[config.mk]
export PLATFORM = sky130hd
export DESIGN_NAME = alu_ctrl_fsm
export DESIGN_NICKNAME = d
export VERILOG_FILES = /design/src/rtl/alu_ctrl_fsm.sv
export SDC_FILE = /design/constraint.sdc
export NUM_CORES = 1
export LEC_CHECK = 0
export BUFFER_PORTS_ARGS = -buffer_cell sky130_fd_sc_hd__buf_2
export CELL_PAD_IN_SITES_DETAIL_PLACEMENT = 0
export CELL_PAD_IN_SITES_GLOBAL_PLACEMENT = 1
export CORE_ASPECT_RATIO = 1.4
export CORE_MARGIN = 2
export CORE_UTILIZATION = 29
export DETAILED_ROUTE_END_ITERATION = 10
export PLACE_DENSITY_LB_ADDON = 0.05
export SLEW_MARGIN = 15
export SYNTH_ARGS = -nofsm -noshare
export SYNTH_HDL_FRONTEND = slang
export SYNTH_SLANG_ARGS = --single-unit
[constraint.sdc]
create_clock -name clk_i -period 1.5 [get_ports clk_i]
set_input_delay 0.15 -clock clk_i [delete_from_list [all_inputs] [get_ports clk_i]]
set_output_delay 0.15 -clock clk_i [all_outputs]
set_load 0.03 [all_outputs]
[src/rtl/alu_ctrl_fsm.sv]
// Control FSM for the alu: fetch 16-bit instr, decode to alu controls, keep the PSR, resolve branches.
// Latency: 3 cycles per instruction (FETCH -> DECODE -> EXECUTE), strobes pulse once in EXECUTE.
// Backpressure: FETCH holds with fetch_req_o high until instr_valid_i is seen; no other stalls.
module alu_ctrl_fsm #(
  parameter int DATA_W = 16,
  parameter int FLAG_W = 5
) (
  input  logic              clk_i,
  input  logic              reset_i,
  input  logic [DATA_W-1:0] instr_i,
  input  logic              instr_valid_i,
  input  logic [FLAG_W-1:0] alu_flags_i,
  output logic              fetch_req_o,
  output logic [3:0]        alu_opcode_o,
  output logic              alu_cin_o,
  output logic              a_zero_o,
  output logic [3:0]        rdest_addr_o,
  output logic [3:0]        rsrc_addr_o,
  output logic              imm_sel_o,
  output logic [DATA_W-1:0] imm_out_o,
  output logic              reg_we_o,
  output logic              pc_inc_o,
  output logic              pc_branch_o,
  output logic [DATA_W-1:0] branch_disp_o,
  output logic [FLAG_W-1:0] psr_o
);

  // PSR bit positions {Z,C,O,L,N}
  localparam int PSR_Z = 4;
  localparam int PSR_C = 3;
  localparam int PSR_O = 2;
  localparam int PSR_L = 1;
  localparam int PSR_N = 0;

  // Primary opcodes / reg-form extensions (alu opcode encoding shares these values)
  localparam logic [3:0] OP_REG  = 4'b0000;
  localparam logic [3:0] OP_AND  = 4'b0001;
  localparam logic [3:0] OP_OR   = 4'b0010;
  localparam logic [3:0] OP_XOR  = 4'b0011;
  localparam logic [3:0] OP_LSH  = 4'b0100;
  localparam logic [3:0] OP_ADD  = 4'b0101;
  localparam logic [3:0] OP_ADDU = 4'b0110;
  localparam logic [3:0] OP_ADDC = 4'b0111;
  localparam logic [3:0] OP_SHFT = 4'b1000;
  localparam logic [3:0] OP_NOT  = 4'b1000;
  localparam logic [3:0] OP_SUB  = 4'b1001;
  localparam logic [3:0] OP_SUBC = 4'b1010;
  localparam logic [3:0] OP_CMP  = 4'b1011;
  localparam logic [3:0] OP_BCND = 4'b1100;
  localparam logic [3:0] OP_ASHU = 4'b1100;
  localparam logic [3:0] OP_MOVI = 4'b1101;
  localparam logic [3:0] EXT_MOV = 4'b1101;

  typedef enum logic [1:0] {
    S_FETCH   = 2'd0,
    S_DECODE  = 2'd1,
    S_EXECUTE = 2'd2
  } state_t;

  state_t            state_q, state_d;
  logic [DATA_W-1:0] ir_q, ir_d;
  logic [FLAG_W-1:0] psr_q, psr_d;

  logic [3:0]        ir_op, ir_ext, ir_cond;
  logic [DATA_W-1:0] sext8, zext8, sext4;

  logic [3:0]        dec_op;
  logic              dec_isel, dec_az, dec_we, dec_arith, dec_cmp, dec_br;
  logic [DATA_W-1:0] dec_imm;
  logic              br_taken;
  logic              in_exec;

  assign ir_op   = ir_q[15:12];
  assign ir_cond = ir_q[11:8];
  assign ir_ext  = ir_q[7:4];
  assign sext8   = {{(DATA_W-8){ir_q[7]}}, ir_q[7:0]};
  assign zext8   = {{(DATA_W-8){1'b0}}, ir_q[7:0]};
  assign sext4   = {{(DATA_W-4){ir_q[3]}}, ir_q[3:0]};

  // Instruction decode from IR; anything unrecognised falls through as a NOP
  always_comb begin
    dec_op    = 4'b0000;
    dec_isel  = 1'b0;
    dec_az    = 1'b0;
    dec_we    = 1'b0;
    dec_arith = 1'b0;
    dec_cmp   = 1'b0;
    dec_br    = 1'b0;
    dec_imm   = '0;
    case (ir_op)
      OP_REG: begin
        case (ir_ext)
          OP_ADD, OP_ADDC, OP_SUB, OP_SUBC: begin
            dec_op    = ir_ext;
            dec_we    = 1'b1;
            dec_arith = 1'b1;
          end
          OP_CMP: begin
            dec_op  = ir_ext;
            dec_cmp = 1'b1;
          end
          OP_ADDU, OP_AND, OP_OR, OP_XOR, OP_NOT: begin
            dec_op = ir_ext;
            dec_we = 1'b1;
          end
          EXT_MOV: begin
            // MOV is ADDU with the A operand forced to zero
            dec_op = OP_ADDU;
            dec_az = 1'b1;
            dec_we = 1'b1;
          end
          default: ;
        endcase
      end
      OP_ADD, OP_ADDC, OP_SUB, OP_SUBC: begin
        dec_op    = ir_op;
        dec_isel  = 1'b1;
        dec_imm   = sext8;
        dec_we    = 1'b1;
        dec_arith = 1'b1;
      end
      OP_CMP: begin
        dec_op   = ir_op;
        dec_isel = 1'b1;
        dec_imm  = sext8;
        dec_cmp  = 1'b1;
      end
      OP_ADDU, OP_AND, OP_OR, OP_XOR: begin
        // logical/unsigned immediates are zero-extended
        dec_op   = ir_op;
        dec_isel = 1'b1;
        dec_imm  = zext8;
        dec_we   = 1'b1;
      end
      OP_MOVI: begin
        dec_op   = OP_ADDU;
        dec_az   = 1'b1;
        dec_isel = 1'b1;
        dec_imm  = sext8;
        dec_we   = 1'b1;
      end
      OP_SHFT: begin
        case (ir_ext)
          4'b0100: begin
            dec_op = OP_LSH;
            dec_we = 1'b1;
          end
          4'b1100: begin
            dec_op = OP_ASHU;
            dec_we = 1'b1;
          end
          4'b0000: begin
            dec_op   = OP_LSH;
            dec_isel = 1'b1;
            dec_imm  = sext4;
            dec_we   = 1'b1;
          end
          4'b0001: begin
            dec_op   = OP_ASHU;
            dec_isel = 1'b1;
            dec_imm  = sext4;
            dec_we   = 1'b1;
          end
          default: ;
        endcase
      end
      OP_BCND: dec_br = 1'b1;
      default: ;
    endcase
  end

  // Branch condition evaluated against the registered PSR
  always_comb begin
    br_taken = 1'b0;
    case (ir_cond)
      4'h0: br_taken =  psr_q[PSR_Z];
      4'h1: br_taken = ~psr_q[PSR_Z];
      4'h2: br_taken =  psr_q[PSR_C];
      4'h3: br_taken = ~psr_q[PSR_C];
      4'h4: br_taken =  psr_q[PSR_L];
      4'h5: br_taken = ~psr_q[PSR_L];
      4'h6: br_taken =  psr_q[PSR_N];
      4'h7: br_taken = ~psr_q[PSR_N];
      4'h8: br_taken =  psr_q[PSR_O];
      4'h9: br_taken = ~psr_q[PSR_O];
      4'hA: br_taken = ~psr_q[PSR_L] & ~psr_q[PSR_Z];
      4'hB: br_taken =  psr_q[PSR_L] |  psr_q[PSR_Z];
      4'hC: br_taken = ~psr_q[PSR_N] & ~psr_q[PSR_Z];
      4'hD: br_taken =  psr_q[PSR_N] |  psr_q[PSR_Z];
      4'hE: br_taken = 1'b1;
      default: br_taken = 1'b0;
    endcase
  end

  // Next state, IR capture and PSR update
  always_comb begin
    state_d = state_q;
    ir_d    = ir_q;
    psr_d   = psr_q;
    case (state_q)
      S_FETCH: begin
        if (instr_valid_i) begin
          ir_d    = instr_i;
          state_d = S_DECODE;
        end
      end
      S_DECODE: state_d = S_EXECUTE;
      S_EXECUTE: begin
        state_d = S_FETCH;
        if (dec_arith) begin
          psr_d[PSR_C] = alu_flags_i[PSR_C];
          psr_d[PSR_O] = alu_flags_i[PSR_O];
        end
        if (dec_cmp) begin
          psr_d[PSR_Z] = alu_flags_i[PSR_Z];
          psr_d[PSR_L] = alu_flags_i[PSR_L];
          psr_d[PSR_N] = alu_flags_i[PSR_N];
        end
      end
      default: state_d = S_FETCH;
    endcase
  end

  // State, IR and PSR registers with synchronous reset
  always_ff @(posedge clk_i) begin
    if (reset_i) begin
      state_q <= S_FETCH;
      ir_q    <= '0;
      psr_q   <= '0;
    end else begin
      state_q <= state_d;
      ir_q    <= ir_d;
      psr_q   <= psr_d;
    end
  end

  // Strobes only in EXECUTE; reset kills them combinationally so a mid-EXECUTE reset has no effect
  assign in_exec = (state_q == S_EXECUTE) && !reset_i;

  // Output drive: datapath selects follow IR, strobes gated by EXECUTE
  always_comb begin
    fetch_req_o   = (state_q == S_FETCH);
    alu_opcode_o  = reset_i ? 4'b0000 : dec_op;
    alu_cin_o     = psr_q[PSR_C];
    a_zero_o      = dec_az;
    rdest_addr_o  = ir_q[11:8];
    rsrc_addr_o   = ir_q[3:0];
    imm_sel_o     = dec_isel;
    imm_out_o     = dec_imm;
    branch_disp_o = sext8;
    psr_o         = psr_q;
    reg_we_o      = in_exec & dec_we;
    pc_branch_o   = in_exec & dec_br & br_taken;
    pc_inc_o      = in_exec & ~(dec_br & br_taken);
  end

endmodule
==> Word-level counts from Yosys, hierarchy flattened <==
Cells that the tools add are included.
{ "classes": {"eq_ne": 42, "reduce_logical": 22, "n_bitwise": 15, "mux": 21} }
{ "op_table": {"columns": ["operator", "n"], "rows": [
  ["$eq 4x4->1 const B", 19],
  ["$pmux 16 s3", 1],
  ["$eq 4x3->1 const B", 11],
  ["$reduce_or 10->1", 3],
  ["$eq 4x2->1 const B", 6],
  ["$reduce_or 9->1", 2],
  ["$mux 16", 1],
  ["$pmux 4 s2", 2],
  ["$pmux 4 s4", 1],
  ["$reduce_or 4->1", 4],
  ["$pmux 1 s15", 1],
  ["$eq 4x1->1 const B", 3],
  ["$logic_not 4->1", 3],
  ["$pmux 1 s2", 4],
  ["$and 1x1->1", 7],
  ["$mux 1", 7],
  ["$not 1->1", 6],
  ["$reduce_and 2->1", 3],
  ["$reduce_or 2->1", 3],
  ["$reduce_or 6->1", 1],
  ["$mux 4", 1],
  ["$pmux 2 s2", 1],
  ["$pmux 1 s3", 1],
  ["$eq 2x1->1 const B", 1],
  ["other kinds (7)", 8]
]} }
{ "totals": {"regBits": 23, "wordCells": 104, "in_bits": 24} }

==> Longest topological paths before layout <==
{ "logic_depth": {"depth_word": 6, "depth_mapped": 7} }

==> Least setup slack after synthesis <==
No wires, ideal clock.
{ "synth_timing": {"path_kind": "flip-flop to output port", "from": "register ir_q[15]", "to": "output alu_opcode_o[1]", "path_stages_with_launch": 7, "setup_slack_ns": -0.575, "t_required_ns": 1.350, "arrival_time_ns": 1.925, "path_cell_list": "dfxtp_1 > clkbuf_1 > nor3b_1 > nand4_1 > a21oi_1 > a221oi_1 > nor2_1"} }
{ "synth_via": {"elab_chain_len": 4, "elab_cells_between_ends": 15} }
{ "synth_lines": {"columns": ["element", "line", "text"], "rows": [
  ["start: declaration", "61", "logic [DATA_W-1:0] ir_q, ir_d;"],
  ["start signal: assignment", "232", "ir_q <= ir_d;"],
  ["$eq 4x3->1, or another cell as far along", "90", "case (ir_op)"],
  ["$reduce_or 9->1 (no line)", null, null],
  ["$pmux 4 s4 *", "90", null],
  ["$mux 4 *", "243", "alu_opcode_o = reset_i ? 4'b0000 : dec_op;"],
  ["end: declaration", "14", "output logic [3:0] alu_opcode_o,"]
]} }
Mark *: on every way between the ends. The rest lies on a longest branch, timed or not.

==> Worst setup path after layout <==
{ "layout_timing": {"from": "register ir_q[10]", "to": "output pc_inc_o"} }
{ "layout_via": {"elab_chain_len": 5, "elab_cells_between_ends": 19} }
{ "layout_lines": {"columns": ["element", "line", "text"], "rows": [
  ["$eq 4x4->1, or another cell as far along", "175", "case (ir_cond)"],
  ["$pmux 1 s15 *", "175", null],
  ["$and 1x1->1 *", "254", "pc_inc_o = in_exec & ~(dec_br & br_taken);"],
  ["$not 1->1 *", "254", null],
  ["$and 1x1->1 *", "254", null],
  ["end: declaration", "22", "output logic pc_inc_o,"]
]} }
Marks and branches as above.

==> reports/results.txt <==
slew at the pin closest to its max-slew limit: 341 ps
ANT cells: 0
status: finished, violations left
Slew headroom: 0.771
share of cells above drive strength 1: 0.675
RSZ-0062 raised after global routing: yes
pre-CTS setup slack: -243 ps
core area: 0.00590 mm²
Synth Area per Inst: 7.42 µm²
Highest Signal Layer: met4
vias in the first global route: 1959
CP Max Fanout: 4
hold path startpoint: instr_i[15]
die width: 70.1 µm
Routed Antenna Nets: 0
Worst Setup End Kind: output port
Seq/Total Area, Yosys: 0.260
GRT Util Overall: 0.164
Clock transition at path regs: 90 ps
RR Startpoint: ir_q[15]$_SDFFE_PP0P_
WL met2: 3220 µm
#FFs+latches synth: 23
fin. max-slew vios: 0
clock sink count: 23
final hold vios: 0
Post-synth EDFFs: 0
Routability Congestion: 0.847
root buffer cell: clkbuf_8
final worst-path cycle share: 1.36
total wire length: 5630 µm
WHS Endpoint: ir_q[15]$_SDFFE_PP0P_
critical path type: reg -> out
failing checks: setup timing
detailed placement HPWL: 4200 µm
Worst Hold Class: in -> reg
Crit Reg-Reg Endpoint: psr_o[1]$_SDFFE_PP0P_
DR WL/cell: 13.6 µm
P_leak: 1.44 nW
Unique masters post-synth: 48
Ys Warns: 0
Max-cap violations: 0
# setup viols final: 30
DRC errors left: 0
Finished Core Util: 0.546
Die Height: 96.5 µm
cts bufs inserted: 3
achievable frequency: 492 MHz
Max Root-Sink Buffers: 2
die area: 0.00676 mm²
Synth Flop Type: dfxtp_1
Starting Density: 0.300
CP startpoint kind: register
worst hold stages: 3
via/cell ratio: 4.80
final instance area: 0.00323 mm²
CTS tree: done
Post-layout nets: 370
metal3 WL: 175 µm
placed instance area: 0.00247 mm²
first-pass GRT wire length: 9010 µm
post-route setup TNS: -5420 ps
Max VDD drop: 460 µV
final setup margin: -534 ps
FP Rows: 33
CP required: 1350 ps
clock latency on the worst-skew pair: 260 ps
minimum clock period: 2030 ps
Clock Skew: 3.29 ps
total number of vias: 1993
Power Total: 1.92 mW
H-tree depth: 1
number of port buffers: 79
syn_nets: 263
Post-Synthesis Cell Area: 0.00177 mm²
met1 WL: 2090 µm
pin count of the biggest net entering global routing: 21
drt pass-1 iters: 4
Initial DRC Count: 32
area delta synth->final: 81.9%
Power Density: 594 mW/mm²
Reg2Reg Setup Slack: -70 ps
initial antenna violation count: 0
number of primary I/O pins: 80
grt ovf: 0
Mapped Cells: 239
asr flop ratio synth: 0
R2R cell count: 7
CP Data Arrival Time: 1880 ps
==> routing by layer <==
| metal | up-vias | global-route usage |
|---|---|---|
| met3 | 10 | 0.0124 |
| met1 | 926 | 0.175 |
| met2 | 51 | 0.329 |
| li1 | 1006 | - |
| met5 | - | 0 |
| met4 | 0 | 0.0673 |
==> final cells by class <==
type,instances,area (µm²)
Clock inverter,1,6.26
Timing Repair Buffer,151,1210
Inverter,3,11.3
Multi-Input combinational cell,164,1370
Fill cell,599,2680
Tap cell,70,87.6
Sequential cell,23,502
Clock buffer,3,41.3
==> state kept, by name, summed over array words and instances, names as in the netlist <==
| register | cells |
|---|---|
| ir_q | 16 |
| psr_o | 5 |
| state_q | 2 |
==> worst max path at each step <==
| stage | start | endpoint | slack [ps] | cells after the start |
|---|---|---|---|---|
| after floorplan | ir_q[4]$_SDFFE_PP0P_ | alu_opcode_o[1] | -190 | 6 |
| after detailed placement | ir_q[9]$_SDFFE_PP0P_ | pc_inc_o | -240 | 6 |
| final | ir_q[10]$_SDFFE_PP0P_ | pc_inc_o | -530 | 6 |
| after global placement | ir_q[10]$_SDFFE_PP0P_ | pc_inc_o | -240 | 6 |
| after CTS | ir_q[9]$_SDFFE_PP0P_ | pc_inc_o | -540 | 6 |
| after global routing | ir_q[8]$_SDFFE_PP0P_ | pc_inc_o | -590 | 7 |
==> worst max-delay path, stage by stage, from the launching register on <==
cell and delay, ps:
dfxtp_2 350, or4b_1 520, a31o_1 200, a21oi_2 180, nor3_4 70, nor3b_4 160, buf_6 140
==> Yosys cell counts, types with 2 or more instances <==
master / instances / area [µm²]
clkbuf_1: 7 / 26.3
nor3_2: 2 / 20.0
nand3_1: 3 / 15.0
and3b_1: 3 / 26.3
nand4_1: 5 / 31.3
a21oi_1: 21 / 105
o21ai_0: 6 / 30.0
buf_2: 6 / 30.0
inv_1: 3 / 11.3
mux2i_1: 7 / 70.1
nor3b_1: 6 / 45.0
dfxtp_1: 23 / 460
a22oi_1: 2 / 15.0
nor2_1: 15 / 56.3
a21o_1: 2 / 15.0
nor2b_1: 8 / 50.1
nor3_1: 2 / 10.0
clkbuf_8: 3 / 41.3
nand2_1: 50 / 188
buf_4: 32 / 240
nor4_1: 2 / 12.5
a221oi_1: 3 / 26.3
a31oi_1: 2 / 12.5
nor4bb_1: 2 / 20.0
==> report_power, final <==
group	internal [mW]	leakage [nW]	switching [mW]	total, mW
combinational	0.398	1.22	0.442	0.840
sequential	0.635	0.197	0.0426	0.677
clock	0.189	0.0260	0.209	0.398
==> what timing repair did <==
| item | 4_1_cts | 5_1_grt |
|---|---|---|
| gates cloned | 1 | 0 |
| setup buffers | 11 | 4 |
| pin swaps | 29 | 26 |
| hold buffers | 0 | 0 |
| gates resized for setup | 118 | 36 |
| endpoints found under the setup margin | 30 | 30 |
==> placed cells by master (no fill, tap or decap), types with 2 or more instances in the layout <==
| cell type | count |
|---|---|
| nand4_1 | 5 |
| buf_12 | 2 |
| nor3b_1 | 3 |
| a221oi_2 | 3 |
| mux2i_1 | 7 |
| buf_6 | 47 |
| a21oi_4 | 3 |
| o21ai_2 | 3 |
| nor4bb_4 | 2 |
| a22oi_2 | 2 |
| a21oi_1 | 16 |
| nor2_1 | 9 |
| a21oi_2 | 3 |
| nor3b_4 | 4 |
| buf_4 | 47 |
| nor2_2 | 5 |
| a21o_1 | 2 |
| dfxtp_1 | 8 |
| o21ai_1 | 3 |
| nand2_4 | 4 |
| nand3_1 | 3 |
| nor2_4 | 2 |
| a31oi_4 | 2 |
| dfxtp_4 | 9 |
| clkbuf_8 | 3 |
| nor2b_2 | 7 |
| nor3_4 | 4 |
| dfxtp_2 | 6 |
| and3b_1 | 3 |
| nand2_1 | 44 |
| buf_2 | 54 |
| inv_1 | 2 |
==> kinds of logic after synthesis <==
family | share of synthesized area
flops | 0.260
mux | 0.0395
xor+xnor | 0.00494
buf+inv | 0.203
simple gates | 0.323
compound gates | 0.169
==> metrics by stage <==
stage	hold WS (ps)	instances
2_1_floorplan	278	239
3_3_place_gp	381	397
3_5_place_dp	389	397
4_1_cts	97.4	412
5_1_grt	101	415
6_report	105	415
(Power assumes the default switching activity.)
